===== config.mk =====
export PLATFORM = sky130hd
export DESIGN_NAME = tdc_measure_ctrl_flat
export DESIGN_NICKNAME = d
export VERILOG_FILES = /design/src/rtl/tdc_pkg.sv /design/src/rtl/tdc_measure_ctrl_if.sv /design/src/rtl/tdc_interval_calc.sv /design/src/rtl/tdc_measure_ctrl.sv /design/src/flat_wrapper.sv
export SDC_FILE = /design/constraint.sdc
export NUM_CORES = 1
export LEC_CHECK = 0
export ABC_CLOCK_PERIOD_IN_PS = 4100
export CAP_MARGIN = 5
export CORE_UTILIZATION = 48
export CTS_BUF_LIST = sky130_fd_sc_hd__clkbuf_4 sky130_fd_sc_hd__clkbuf_8
export DETAILED_ROUTE_END_ITERATION = 10
export GPL_TIMING_DRIVEN = 0
export PLACE_DENSITY = 0.81
export SLEW_MARGIN = 25
export SYNTH_ARGS = -nofsm -noshare
export SYNTH_HDL_FRONTEND = slang
export SYNTH_SLANG_ARGS = --single-unit

===== constraint.sdc =====
create_clock -name clk -period 4.1 [get_ports clk]
set_clock_uncertainty 0.05 [all_clocks]
set_input_delay 0.615 -clock clk [delete_from_list [all_inputs] [get_ports clk]]
set_output_delay 0.615 -clock clk [all_outputs]
set_load 0.05 [all_outputs]

===== src/rtl/tdc_pkg.sv =====
// tdc_pkg: shared state encodings, flag indices and default widths
// for one TDC channel (controller, encoders and coarse counter).
package tdc_pkg;

  localparam int FINE_W_DEF      = 5;
  localparam int COARSE_W_DEF    = 4;
  localparam int PIPE_LAT_DEF    = 2;
  localparam int TIMEOUT_CYC_DEF = 255;

  // res_flags = {timeout, overflow, underflow}
  localparam int FLAG_W  = 3;
  localparam int FLG_UDF = 0;
  localparam int FLG_OVF = 1;
  localparam int FLG_TMO = 2;

  typedef enum logic [2:0] {
    ST_IDLE    = 3'd0,
    ST_ARMED   = 3'd1,
    ST_RUNNING = 3'd2,
    ST_SETTLE  = 3'd3,
    ST_CAPTURE = 3'd4,
    ST_RESULT  = 3'd5,
    ST_CLEAR   = 3'd6
  } state_e;

  // counter width able to hold 0..n-1, never narrower than 1
  function automatic int cnt_w(input int n);
    return (n > 1) ? $clog2(n) : 1;
  endfunction

endpackage


===== src/rtl/tdc_measure_ctrl_if.sv =====
// tdc_measure_ctrl_if: valid/ready result port of the TDC sequencer.
// master: res_valid/res_interval/res_flags out, res_ready in; slave mirrors.
interface tdc_measure_ctrl_if
  import tdc_pkg::*;
#(
  parameter int FINE_W   = FINE_W_DEF,
  parameter int COARSE_W = COARSE_W_DEF
) ();

  logic                       res_valid;
  logic                       res_ready;
  logic [COARSE_W+FINE_W-1:0] res_interval;
  logic [FLAG_W-1:0]          res_flags;

  modport master (
    output res_valid,
    output res_interval,
    output res_flags,
    input  res_ready
  );

  modport slave (
    input  res_valid,
    input  res_interval,
    input  res_flags,
    output res_ready
  );

endinterface


===== src/rtl/tdc_interval_calc.sv =====
// tdc_interval_calc: merges coarse count and fine codes into one
// interval word. Ports: coarse, bin_start, bin_stop in; interval, flags out.
module tdc_interval_calc
  import tdc_pkg::*;
#(
  parameter int FINE_W   = FINE_W_DEF,
  parameter int COARSE_W = COARSE_W_DEF
) (
  input  logic [COARSE_W-1:0]        coarse,
  input  logic [FINE_W-1:0]          bin_start,
  input  logic [FINE_W-1:0]          bin_stop,
  output logic [COARSE_W+FINE_W-1:0] interval,
  output logic [FLAG_W-1:0]          flags
);

  localparam int W = COARSE_W + FINE_W;

  // one extra bit so a stop code larger than the start code
  // with zero coarse count shows up as a negative sum
  logic signed [W:0] sum;

  assign sum = $signed({1'b0, coarse, {FINE_W{1'b0}}})
             + $signed({{(COARSE_W+1){1'b0}}, bin_start})
             - $signed({{(COARSE_W+1){1'b0}}, bin_stop});

  always_comb begin
    interval = sum[W-1:0];
    flags    = '0;
    if (&coarse) begin
      // saturated counter: the true interval is unknown
      flags[FLG_OVF] = 1'b1;
      interval       = '1;
    end else if (sum[W]) begin
      flags[FLG_UDF] = 1'b1;
      interval       = '0;
    end
  end

endmodule


===== src/rtl/tdc_measure_ctrl.sv =====
// tdc_measure_ctrl: sequencer for one TDC channel; arms the hit filters,
// tracks start/stop, waits out the encoder pipeline, emits one result.
// Ports: clk, reset_n, meas_req, cfg_cont, start_valid, stop_valid,
//   bin_start, bin_stop, coarse_cnt in; arm, clear, busy out;
//   res (tdc_measure_ctrl_if.master) carries the valid/ready result.
// Build option: TDC_CTRL_TIMEOUT_EN adds an ARMED/RUNNING timeout
//   of TIMEOUT_CYC cycles; without it the timeout flag is always 0.
module tdc_measure_ctrl
  import tdc_pkg::*;
#(
  parameter int FINE_W      = FINE_W_DEF,
  parameter int COARSE_W    = COARSE_W_DEF,
  parameter int PIPE_LAT    = PIPE_LAT_DEF
`ifdef TDC_CTRL_TIMEOUT_EN
  ,
  parameter int TIMEOUT_CYC = TIMEOUT_CYC_DEF
`endif
) (
  input  logic                clk,
  input  logic                reset_n,
  input  logic                meas_req,
  input  logic                cfg_cont,
  input  logic                start_valid,
  input  logic                stop_valid,
  input  logic [FINE_W-1:0]   bin_start,
  input  logic [FINE_W-1:0]   bin_stop,
  input  logic [COARSE_W-1:0] coarse_cnt,
  output logic                arm,
  output logic                clear,
  output logic                busy,
  tdc_measure_ctrl_if.master  res
);

  localparam int W  = COARSE_W + FINE_W;
  localparam int SW = cnt_w(PIPE_LAT);

  state_e            state;
  state_e            state_nx;
  logic [SW-1:0]     settle_cnt;
  logic              settle_done;
  logic              tmo_hit;
  logic              res_vld;
  logic [W-1:0]      calc_int;
  logic [FLAG_W-1:0] calc_flg;
  logic [W-1:0]      int_q;
  logic [FLAG_W-1:0] flg_q;

  tdc_interval_calc #(
    .FINE_W   (FINE_W),
    .COARSE_W (COARSE_W)
  ) u_calc (
    .coarse    (coarse_cnt),
    .bin_start (bin_start),
    .bin_stop  (bin_stop),
    .interval  (calc_int),
    .flags     (calc_flg)
  );

  assign settle_done = (settle_cnt == SW'(PIPE_LAT - 1));

`ifdef TDC_CTRL_TIMEOUT_EN
  localparam int TW = cnt_w(TIMEOUT_CYC);

  logic [TW-1:0] tmo_cnt;

  // RUNNING is only reachable from ARMED, so clearing
  // outside ARMED/RUNNING restarts the count on ARMED entry
  always_ff @(posedge clk or negedge reset_n) begin
    if (!reset_n) begin
      tmo_cnt <= '0;
    end else if (arm) begin
      tmo_cnt <= tmo_cnt + 1'b1;
    end else begin
      tmo_cnt <= '0;
    end
  end

  assign tmo_hit = arm && (tmo_cnt == TW'(TIMEOUT_CYC - 1));
`else
  assign tmo_hit = 1'b0;
`endif

  always_ff @(posedge clk or negedge reset_n) begin
    if (!reset_n) begin
      state <= ST_IDLE;
    end else begin
      state <= state_nx;
    end
  end

  always_ff @(posedge clk or negedge reset_n) begin
    if (!reset_n) begin
      settle_cnt <= '0;
    end else if (state == ST_SETTLE) begin
      settle_cnt <= settle_cnt + 1'b1;
    end else begin
      settle_cnt <= '0;
    end
  end

  always_ff @(posedge clk or negedge reset_n) begin
    if (!reset_n) begin
      int_q <= '0;
      flg_q <= '0;
    end else if (state == ST_CAPTURE) begin
      int_q <= calc_int;
      flg_q <= calc_flg;
    end else if (tmo_hit) begin
      int_q <= '0;
      flg_q <= FLAG_W'(1 << FLG_TMO);
    end
  end

  // timeout outranks hits so the counter never runs past its limit
  always_comb begin
    state_nx = state;
    unique case (state)
      ST_IDLE: begin
        if (meas_req) state_nx = ST_ARMED;
      end
      ST_ARMED: begin
        if (tmo_hit) begin
          state_nx = ST_RESULT;
        end else if (start_valid && stop_valid) begin
          state_nx = ST_SETTLE;
        end else if (start_valid) begin
          state_nx = ST_RUNNING;
        end
      end
      ST_RUNNING: begin
        if (tmo_hit) begin
          state_nx = ST_RESULT;
        end else if (stop_valid) begin
          state_nx = ST_SETTLE;
        end
      end
      ST_SETTLE: begin
        if (settle_done) state_nx = ST_CAPTURE;
      end
      ST_CAPTURE: begin
        state_nx = ST_RESULT;
      end
      ST_RESULT: begin
        if (res.res_ready) state_nx = ST_CLEAR;
      end
      ST_CLEAR: begin
        state_nx = cfg_cont ? ST_ARMED : ST_IDLE;
      end
      default: begin
        state_nx = ST_IDLE;
      end
    endcase
  end

  always_comb begin
    arm     = 1'b0;
    clear   = 1'b0;
    busy    = 1'b1;
    res_vld = 1'b0;
    unique case (state)
      ST_IDLE:              busy    = 1'b0;
      ST_ARMED, ST_RUNNING: arm     = 1'b1;
      ST_RESULT:            res_vld = 1'b1;
      ST_CLEAR:             clear   = 1'b1;
      default: ;
    endcase
  end

  assign res.res_valid    = res_vld;
  assign res.res_interval = int_q;
  assign res.res_flags    = flg_q;

endmodule


===== src/flat_wrapper.sv =====
// flat-port wrapper written by rule: the top's interface ports become plain ports
module tdc_measure_ctrl_flat import tdc_pkg::*;
#(
  parameter int FINE_W      = FINE_W_DEF,
  parameter int COARSE_W    = COARSE_W_DEF,
  parameter int PIPE_LAT    = PIPE_LAT_DEF

)
  (clk, reset_n, meas_req, cfg_cont, start_valid, stop_valid, bin_start, bin_stop, coarse_cnt, arm, clear, busy, res_res_valid, res_res_interval, res_res_flags, res_res_ready);
  tdc_measure_ctrl_if #(.FINE_W(FINE_W), .COARSE_W(COARSE_W)) res_i ();
  input  logic clk;
  input  logic reset_n;
  input  logic meas_req;
  input  logic cfg_cont;
  input  logic start_valid;
  input  logic stop_valid;
  input  logic [FINE_W-1:0] bin_start;
  input  logic [FINE_W-1:0] bin_stop;
  input  logic [COARSE_W-1:0] coarse_cnt;
  output logic arm;
  output logic clear;
  output logic busy;
  output wire logic [$bits(res_i.res_valid)-1:0] res_res_valid;
  output wire logic [$bits(res_i.res_interval)-1:0] res_res_interval;
  output wire logic [$bits(res_i.res_flags)-1:0] res_res_flags;
  input wire logic [$bits(res_i.res_ready)-1:0] res_res_ready;
  assign res_res_valid = res_i.res_valid;
  assign res_res_interval = res_i.res_interval;
  assign res_res_flags = res_i.res_flags;
  assign res_i.res_ready = res_res_ready;
  tdc_measure_ctrl #(.FINE_W(FINE_W), .COARSE_W(COARSE_W), .PIPE_LAT(PIPE_LAT)) u_core (.clk(clk), .reset_n(reset_n), .meas_req(meas_req), .cfg_cont(cfg_cont), .start_valid(start_valid), .stop_valid(stop_valid), .bin_start(bin_start), .bin_stop(bin_stop), .coarse_cnt(coarse_cnt), .arm(arm), .clear(clear), .busy(busy), .res(res_i));
endmodule

# After elaboration in Yosys (flattened, before gate mapping)
# Cells that the tools add are included.
# classes
add_sub_neg,3
multipliers,0
n_div,0
order_cmp,0
n_eq_ne,11
shift,0
mux,18
bitwise,0
n_reduce_logical,5
# ops
cell,n
$pmux W3 S7,1
$mux W3,6
$mux W9,2
$add A9 B5 Y10,1
$sub A10 B6 Y10,1
$eq A3 B3 Y1 const B,3
$mux W1,9
$eq A3 B2 Y1 const B,2
$ne A2 B2 Y1 const B,3
$reduce_and A5 Y1,1
$reduce_and A4 Y1,1
$eq A3 B1 Y1 const B,1
$logic_not A3 Y1,1
$ne A3 B2 Y1 const B,1
$ne A2 B1 Y1 const B,1
$reduce_or A2 Y1,1
$add A1 B1 Y1 const B,1
$logic_and A1 B1 Y1,1
# word_totals
ff_bits,15
latch_bits,0
mem_bits_rw,0
mem_bits_ro,0
inputBits,21
output_inout_bits,16
word_cells,41
mem_count,0

# Longest topological paths before layout
# logic_depth
word_depth,4
mapped_depth,8
depth_no_buf,8

# Cells and area by module
# A second synthesis with hierarchy kept.
# unflattened
hier_cells,115
hier_area_um2,1147.4
# by_module_without_submodules
module,instances,cells_each,area_per_inst_um2,seq_area_each_um2
tdc_measure_ctrl,1,60,755.7,400.4
tdc_interval_calc,1,55,391.6,0.0

# Least setup slack after synthesis
# OpenSTA, ideal clock, no wires.
# synth_timing
path_kind,reg-to-output
startpoint,reg u_core.state[0]
endpoint,out res_res_valid
arrival_time_ps,1838
required_time_ps,3435
path_slack_ps,1597
stages_incl_launch_ff,3
n_path_buf,1
cell_sequence,dfrtp_1 -> clkbuf_1 -> nor3b_1
# synth_via
elab_chain_cells,2
# synth_lines
element,line_no,source
from (decl),tdc_measure_ctrl.sv:37,state_e state;
from (signal assigned),tdc_measure_ctrl.sv:87,state <= state_nx;
$eq A3 B3 Y1,tdc_measure_ctrl.sv:160,unique case (state)
$mux W1,tdc_measure_ctrl.sv:160,
to (decl),flat_wrapper.sv:23,output wire logic [$bits(res_i.res_valid)-1:0] res_res_valid;
# No other way between the ends.

# Worst setup path in the final report
# Ends and elaborated chain as after synthesis.

==> impl_metrics.csv <==
group,metric,value,unit
synthesis,synth-seq-cells,15,
detailed_routing,ant_nets,0,
clocking,cts_buffers,3,
power_and_ir_drop,finalPower,1.009,mW
floorplanning,start_util,51.52,%
synthesis,synth-edff-count,0,
global_routing,grt_max_degree,16,
clocking,cts_num_sinks,15,
floorplanning,dieArea,2316,um^2
synthesis,synthTopCellsByArea,"dfrtp_1 (37%), a21oi_1 (6.4%), ha_1 (6.1%), o21ai_0 (5.4%), nor2_1 (3.7%)",
setup_path,critPathRequiredTime,3.43,ns
timing,period_share,66.77,%
final_layout,area_delta_synth_final,39.34,%
setup_path,crit_type,"reg -> out",
power_and_ir_drop,seqPwrFrac,25.8,%
power_and_ir_drop,irDropWorstVdd,0.0003423,V
synthesis,ys_types,39,
detailed_routing,dr.pass1.iters,4,
floorplanning,die_w,48.12,um
synthesis,synth_top_area_share,36.76,%
power_and_ir_drop,power.switching,0.5110,mW
global_routing,grtUsageTotal,21.85,%
setup_path,worst_setup_path_end_kind,"primary output",
detailed_routing,drt-total-wl,2.290,mm
synthesis,syn_nets,142,
global_routing,gr-max-usage-layer,"met2",
detailed_routing,vias_per_cell,5.533,
placement,gp_congestion,0.7507,
synthesis,synth_seq_area_share,36.76,%
detailed_routing,vias,996,
power_and_ir_drop,leakage,0.6093,nW
final_layout,drive_gt1_share,7.190,%
timing,tns,0,ns
placement,dpl.hpwl,1.867,mm
global_routing,antenna_found_initial,0,
global_routing,grt_use_met1,25.12,%
timing,finalHoldViolCount,0,
final_layout,finalInstanceArea,1423,um^2
final_layout,layout_common_cells,"clkdlybuf4s50_1 (34), dfrtp_1 (15), a21oi_1 (13)",
timing,setup_viol,0,
detailed_routing,drcViolationCount,0,
floorplanning,die_h,48.12,um
power_and_ir_drop,powerDensity,709.3,nW/um^2
synthesis,yosysWarningCount,0,
timing,rsz0062_at_grt,"false",
synthesis,yosysTopAreaCell,"dfrtp_1",
timing,fmax,365.3,MHz
clocking,cts_tree,"built",
power_and_ir_drop,p_int,0.4980,mW
final_layout,nets,181,
global_routing,met2_usage,41.08,%
clocking,post_cts_resized,0,
clocking,clk_latency,0.28,ns
global_routing,grt_pass1_vias,876,
clocking,h-tree-depth,1,
timing,slew_violations,0,
detailed_routing,wire_per_inst,12.72,um
global_routing,overflow,0,
detailed_routing,dr.first_iter.drc_count,20,
clocking,postCtsHoldBufs,0,
final_layout,diodes,0,
global_routing,use_met3,2.222,%
placement,port_buffers,34,
setup_path,critPathLaunchType,"register",
setup_path,cp_max_fo,10,
synthesis,async_reset_ff_share,100.0,%
synthesis,netlist_instances,115,
placement,post_dp_cell_area,1395,um^2
floorplanning,core,1982,um^2
timing,tightest_slew,0.6299,ns
clocking,postCtsSetupRepairBufs,0,
final_layout,final_common_cell,"clkdlybuf4s50_1",
clocking,cts.clk_slew.worst_paths,0.09,ns
floorplanning,rows,16,
clocking,clock-root-buffer,"clkbuf_4",
final_layout,fin_util,71.78,%
timing,layout_min_cycle_time,2.737,ns
setup_path,critPathArrivalTime,2.07,ns
synthesis,avgSynthCellArea,8.878,um^2
clocking,ctsLongestPathBuffers,2,
setup_path,r2r_setup_slack,2.48,ns
floorplanning,ioPinCount,37,
power_and_ir_drop,swShare,50.65,%
timing,slew_headroom,57.87,%
synthesis,synth_area,1021,um^2
synthesis,ys.flop_type,"dfrtp_1",
global_routing,grt_pass1_wl,3.525,mm
timing,whs,0.4374,ns
power_and_ir_drop,p_comb_share,65.8,%
min_path,hold_class,"reg -> reg",
status,status,"complete, no violations",
flow_run,maxCapViolations,0,
power_and_ir_drop,clkPwrFrac,8.3,%
[Yosys cell counts (3+ instances only)]
| cell | instances |
|---|---|
| clkbuf_1 | 3 |
| xnor2_1 | 4 |
| nor2_1 | 10 |
| buf_4 | 3 |
| dfrtp_1 | 15 |
| inv_1 | 8 |
| o21ai_0 | 11 |
| a21oi_1 | 13 |
| a21o_1 | 4 |
| ha_1 | 5 |
| nor4_1 | 3 |
[through the flow]
| stage | cells | worst slack [ns] |
|---|---|---|
| after floorplan | 115 | 1.597 |
| after detailed placement | 176 | 1.405 |
| after global placement | 176 | 1.472 |
| after CTS | 180 | 1.358 |
| after global routing | 180 | 1.217 |
| final | 180 | 1.363 |
[cell type report]
type	count	area, um^2
clock inverters	1	5.005
repair buffers	34	340.3
plain buffers	8	56.30
inverters	8	30.03
clock buffers	3	22.52
well taps	27	33.78
flip-flops and latches	15	375.4
multi-input cells	84	559.3
fillers	156	559.3
[registers in the layout, indices dropped and copies added (netlist names)]
| register | count |
|---|---|
| u_core.res.res_flags | 2 |
| u_core.res.res_interval | 9 |
| u_core.settle_cnt | 1 |
| u_core.state | 3 |
[per-layer routing]
metal	part of all wire, %	vias up
met1	40	465
met4	1.5	0
li1	-	488
met2	54	37
met3	4.4	6
met5	0	-
[worst max-delay path, cell delays in order, from the launching register on]
cell and delay [ns]:
dfrtp_1 0.41, clkbuf_1 0.34, nor3b_1 0.22, clkdlybuf4s50_1 0.82
[kinds of logic (layout without fill, tap and decap cells)]
| logic type | Yosys count | after routing | synth area share [%] |
|---|---|---|---|
| mux | 2 | 2 | 1.961 |
| simple gates | 30 | 30 | 16.18 |
| fa+ha+maj | 6 | 6 | 8.088 |
| other cells | 1 | 1 | 0.3673 |
| xor+xnor | 6 | 6 | 5.147 |
| flops | 15 | 15 | 36.76 |
| compound gates | 39 | 39 | 23.04 |
| buf+inv | 16 | 54 | 8.456 |
[final timing paths]
kind	cells past startpoint	from	end
max	3	u_core.state[0]	res_res_valid
min	1	u_core.res.res_flags[1]	u_core.res.res_flags[1]
max reg2reg	5	u_core.state[2]	u_core.res.res_interval[1]
min reg2reg	1	u_core.res.res_flags[1]	u_core.res.res_flags[1]
max in group asynchronous	1	reset_n	u_core.res.res_interval[4]
min in group asynchronous	1	reset_n	u_core.res.res_flags[0]
[power groups by stage]
stage,combinational [mW],sequential [mW],clock [mW]
2_1_floorplan,0.283,0.432,0
3_3_place_gp,0.651,0.259,0
3_5_place_dp,0.665,0.264,0
4_1_cts,0.668,0.260,0.0840
5_1_grt,0.712,0.269,0.0915
6_report,0.664,0.261,0.0842
Power figures use the tool's default switching activity.
==> RTL edit 1, RTL diff (same settings) <==
Set the package constant `FINE_W_DEF` to 10 (it was 5).
--- a/src/rtl/tdc_pkg.sv
+++ b/src/rtl/tdc_pkg.sv
@@ -3,5 +3,5 @@
 package tdc_pkg;
 
-  localparam int FINE_W_DEF      = 5;
+  localparam int FINE_W_DEF      = 10;
   localparam int COARSE_W_DEF    = 4;
   localparam int PIPE_LAT_DEF    = 2;
Ports: changed (resized bin_start, bin_stop and res_res_interval); port bits go from 37 to 52. No check against the original RTL was run, so the function may have changed too.
==> RTL edit 1 against the unedited design <==
Critical endpoint is now u_core.res.res_interval[13]$_DFFE_PN0N_; sequential cell count increased by 5; total power grew 25%; cell area up 49%; setup slack worse by 190 ps; routed wire length is 52% higher; final cell count grew 47%; die area increased by 48%; via count up 42%; synthesized area rose by 51%; maximum frequency shrank 6.5%; non-clock buffer count grew 15; utilization is 2.5 points lower.
==> RTL edit 1: results <==
set metrics [dict create \
    status "finished, final reports clean" \
    yosys.cell_types.count 47 \
    drt_iter0_drc 69 \
    slowest_delay_ps 460 \
    grt.total_usage_pct 23.14 \
    synth_nets 210 \
    yosys-top-cells-count "21 x a21oi_1, 20 x dfrtp_1, 13 x inv_1, 11 x nor2_1" \
    reg2reg_from "u_core.state[1]$_DFFE_PN0P_" \
    yosysSeqAreaShare_pct 32.55 \
    port_buffers 50 \
    p_per_area_mw_per_mm2 597.6 \
    syn2layout_area_growth_pct 37.59 \
    hpwlAfterDp_um 2913 \
    grt_pass1_wl_um 6009 \
    rrSetupSlack_ps 2200 \
    drive_above_1_share_pct 13.57 \
    grt_max_degree 21 \
    pg_clk_mw 0.0879 \
    r2r_end "u_core.res.res_interval[5]$_DFFE_PN0N_" \
    grt_pass1_vias 1417 \
    post_dp_cell_area_sq_mm 0.002093 \
    relSlewSlack_pct 42.09 \
    dpl_worst_slack_ps 853.2 \
    r2r_cells 7 \
    hold_end "u_core.settle_cnt$_DFF_PN0_" \
]
[RTL edit 1: metal layers]
layer	GRT usage (%)	wire length, um	up-vias
li1	-	-	711
met1	27.72	1508	655
met2	41.22	1776	42
met3	1.758	118	8
met4	12.59	78	0
met5	0	0	-
[RTL edit 1: worst max path at each step]
stage	from	endpoint	slack, ps	depth (start not counted)
finish	bin_start[0]	u_core.res.res_interval[13]$_DFFE_PN0N_	1170	11
detailed placement	bin_start[0]	u_core.res.res_interval[13]$_DFFE_PN0N_	850	11
floorplan	bin_start[0]	u_core.res.res_interval[9]$_DFFE_PN0N_	1590	10
global route	bin_start[0]	u_core.res.res_interval[4]$_DFFE_PN0N_	990	11
global placement	bin_start[0]	u_core.res.res_interval[13]$_DFFE_PN0N_	950	11
CTS	bin_start[0]	u_core.res.res_interval[13]$_DFFE_PN0N_	1170	11
[RTL edit 1: critical path, delay by kind of cell]
kind | cells | cell delay, ps
compound gates | 5 | 990
buf+inv | 3 | 690
fa+ha+maj | 2 | 630
simple gates | 1 | 180
[RTL edit 1: cell families after synthesis]
| family | Yosys count | share of synthesized area, % |
|---|---|---|
| DFF | 20 | 32.55 |
| AOI/OAI and AO/OA | 64 | 32.38 |
| muxes | 2 | 1.383 |
| and+or+nand+nor | 43 | 14.16 |
| xor gates and xnor gates | 7 | 3.987 |
| adders and majority gates | 11 | 9.439 |
| buffers and inverters | 20 | 5.859 |
| other | 1 | 0.2439 |
[RTL edit 1: area by class of cell]
cell class	count	area share (%)
Sequential cell	20	23.65
Timing Repair Buffer	50	23.65
Buffer	7	1.952
Multi-Input combinational cell	128	44.77
Inverter	13	2.306
Clock buffer	3	1.064
Tap cell	44	2.602
==> RTL edit 2, RTL diff (same settings) <==
Made on the original files. The 7 states of `state_e` get a Gray code encoding in 3 bits.
--- a/src/rtl/tdc_pkg.sv
+++ b/src/rtl/tdc_pkg.sv
@@ -15,11 +15,11 @@
 
   typedef enum logic [2:0] {
-    ST_IDLE    = 3'd0,
-    ST_ARMED   = 3'd1,
-    ST_RUNNING = 3'd2,
-    ST_SETTLE  = 3'd3,
-    ST_CAPTURE = 3'd4,
-    ST_RESULT  = 3'd5,
-    ST_CLEAR   = 3'd6
+    ST_IDLE    = 3'b000,
+    ST_ARMED   = 3'b001,
+    ST_RUNNING = 3'b011,
+    ST_SETTLE  = 3'b010,
+    ST_CAPTURE = 3'b110,
+    ST_RESULT  = 3'b111,
+    ST_CLEAR   = 3'b101
   } state_e;
 
Function: same outputs for any inputs over 10 cycles, from zero or initial values and one cycle with reset_n low; not proved beyond that.
==> RTL edit 2 against the unedited design <==
Setup slack improved by 38 ps; largest cell class unchanged; routed wire length fell by 4.0%; synthesized area fell by 5.4%; sequential cell count did not move; total power fell by 1.8%; synthesized cell count fell by 2.6%; critical path depth rose by 1; count of clock-buffer cells in the layout rose by 1; global-route usage rose by 0.98 points; cell area fell by 3.2%.
==> RTL edit 2: results <==
set metrics [dict create \
    status "finished, final reports clean" \
    p_switching_mw 0.5007 \
    grt_pass1_vias 854 \
    worstSetupStartpoint "u_core.state[2]$_DFFE_PN0P_" \
    yosys-top-cells-count "15 x dfrtp_1, 12 x a21oi_1, 12 x o21ai_0, 10 x nand2_1, 9 x inv_1" \
    synthAdderAreaFrac_pct 8.549 \
    synth-compound-area-share_pct 23.83 \
    synth_nets 139 \
    grt_pass1_wl_um 3532 \
    grt.met2_usage_pct 41.11 \
    grtUsageMet1_pct 28.12 \
    drt_iter0_drc 12 \
    grt.total_usage_pct 22.83 \
    drive_above_1_share_pct 5.298 \
    via_count 928 \
    p_leak_nw 0.6139 \
    nNetsFinal 179 \
    met3_usage_pct 2.308 \
    yosys.cell_types.count 35 \
    syn_inst 112 \
    tightestPinTransition_ps 696.2 \
    placedCellCount 172 \
    r2r_end "u_core.res.res_flags[0]$_DFFE_PN0N_" \
    yosys-top-cells-area "dfrtp_1 39%, ha_1 6.5%, a21oi_1 6.2%" \
    setup_ws_ps 1401 \
    drt_wl_total_um 2198 \
    critPathArrivalTime_ps 2030 \
    hpwlAfterDp_um 1793 \
    synth-xor-area-share_pct 4.534 \
    yosysSeqAreaShare_pct 38.86 \
    peakVddDrop_uv 424.8 \
]
RTL edit 2: changes by cell type after synthesis, moves of 2 or more:
cell,delta
nand2_1,+9
nor4_1,-3
a211oi_1,-2
buf_4,-2
buf_6,-2
mux2i_1,-2
nand2b_1,+2
nor2_1,-2
nor3_1,-2
nor3b_1,-2
xnor2_1,-2
RTL edit 2: cell families after synthesis:
group | Yosys count
flops | 15
fa+ha+maj | 6
other cells | 1
simple gates | 34
buf+inv | 14
xor+xnor | 5
compound gates | 37
RTL edit 2: area by class of cell:
| cell class | instances | area, sq um |
|---|---|---|
| Multi-Input combinational cell | 83 | 534.3 |
| Timing Repair Buffer | 35 | 350.3 |
| Tap cell | 25 | 31.28 |
| Buffer | 5 | 22.52 |
| Fill cell | 147 | 424.2 |
| Inverter | 9 | 33.78 |
| Clock buffer | 4 | 30.03 |
| Sequential cell | 15 | 375.4 |
RTL edit 2: worst min-delay path by stage:
| stage | startpoint | end | slack (ps) | cells past startpoint |
|---|---|---|---|---|
| floorplan | reset_n | async pin | 270 | 0 |
| global placement | u_core.settle_cnt$_DFF_PN0_ | u_core.settle_cnt$_DFF_PN0_ | 370 | 1 |
| detailed placement | u_core.settle_cnt$_DFF_PN0_ | u_core.settle_cnt$_DFF_PN0_ | 380 | 1 |
| CTS | u_core.settle_cnt$_DFF_PN0_ | u_core.settle_cnt$_DFF_PN0_ | 380 | 1 |
| global route | u_core.settle_cnt$_DFF_PN0_ | u_core.settle_cnt$_DFF_PN0_ | 400 | 1 |
| finish | u_core.settle_cnt$_DFF_PN0_ | u_core.settle_cnt$_DFF_PN0_ | 380 | 1 |
RTL edit 2: stage by stage:
stage / power (mW) / area (sq um)
finish: 0.9907 / 1378
global route: 1.054 / 1378
CTS: 0.9916 / 1378
detailed placement: 0.9059 / 1348
global placement: 0.8838 / 1348
floorplan: 0.6923 / 965.9
RTL edit 2: critical path: stages, from the launching register on:
cell	delay (ps)
dfrtp_1	380
clkbuf_1	330
nand2_1	120
nor2_1	110
clkdlybuf4s50_1	810
RTL edit 2: power by group through the flow:
stage | sequential (mW) | clock [mW] | combinational (mW)
2_1_floorplan | 0.437 | 0 | 0.256
3_3_place_gp | 0.259 | 0 | 0.624
3_5_place_dp | 0.263 | 0 | 0.643
4_1_cts | 0.260 | 0.0883 | 0.643
5_1_grt | 0.266 | 0.0924 | 0.695
6_report | 0.259 | 0.0889 | 0.643
RTL edit 2: metal layers:
metal  share of wire, %  vias up  wire [um]
met1                 42      428        930
met4                1.3        0         28
met3                3.6        4         80
met2                 53       28       1158
li1                   -      468          -
met5                  0        -          0
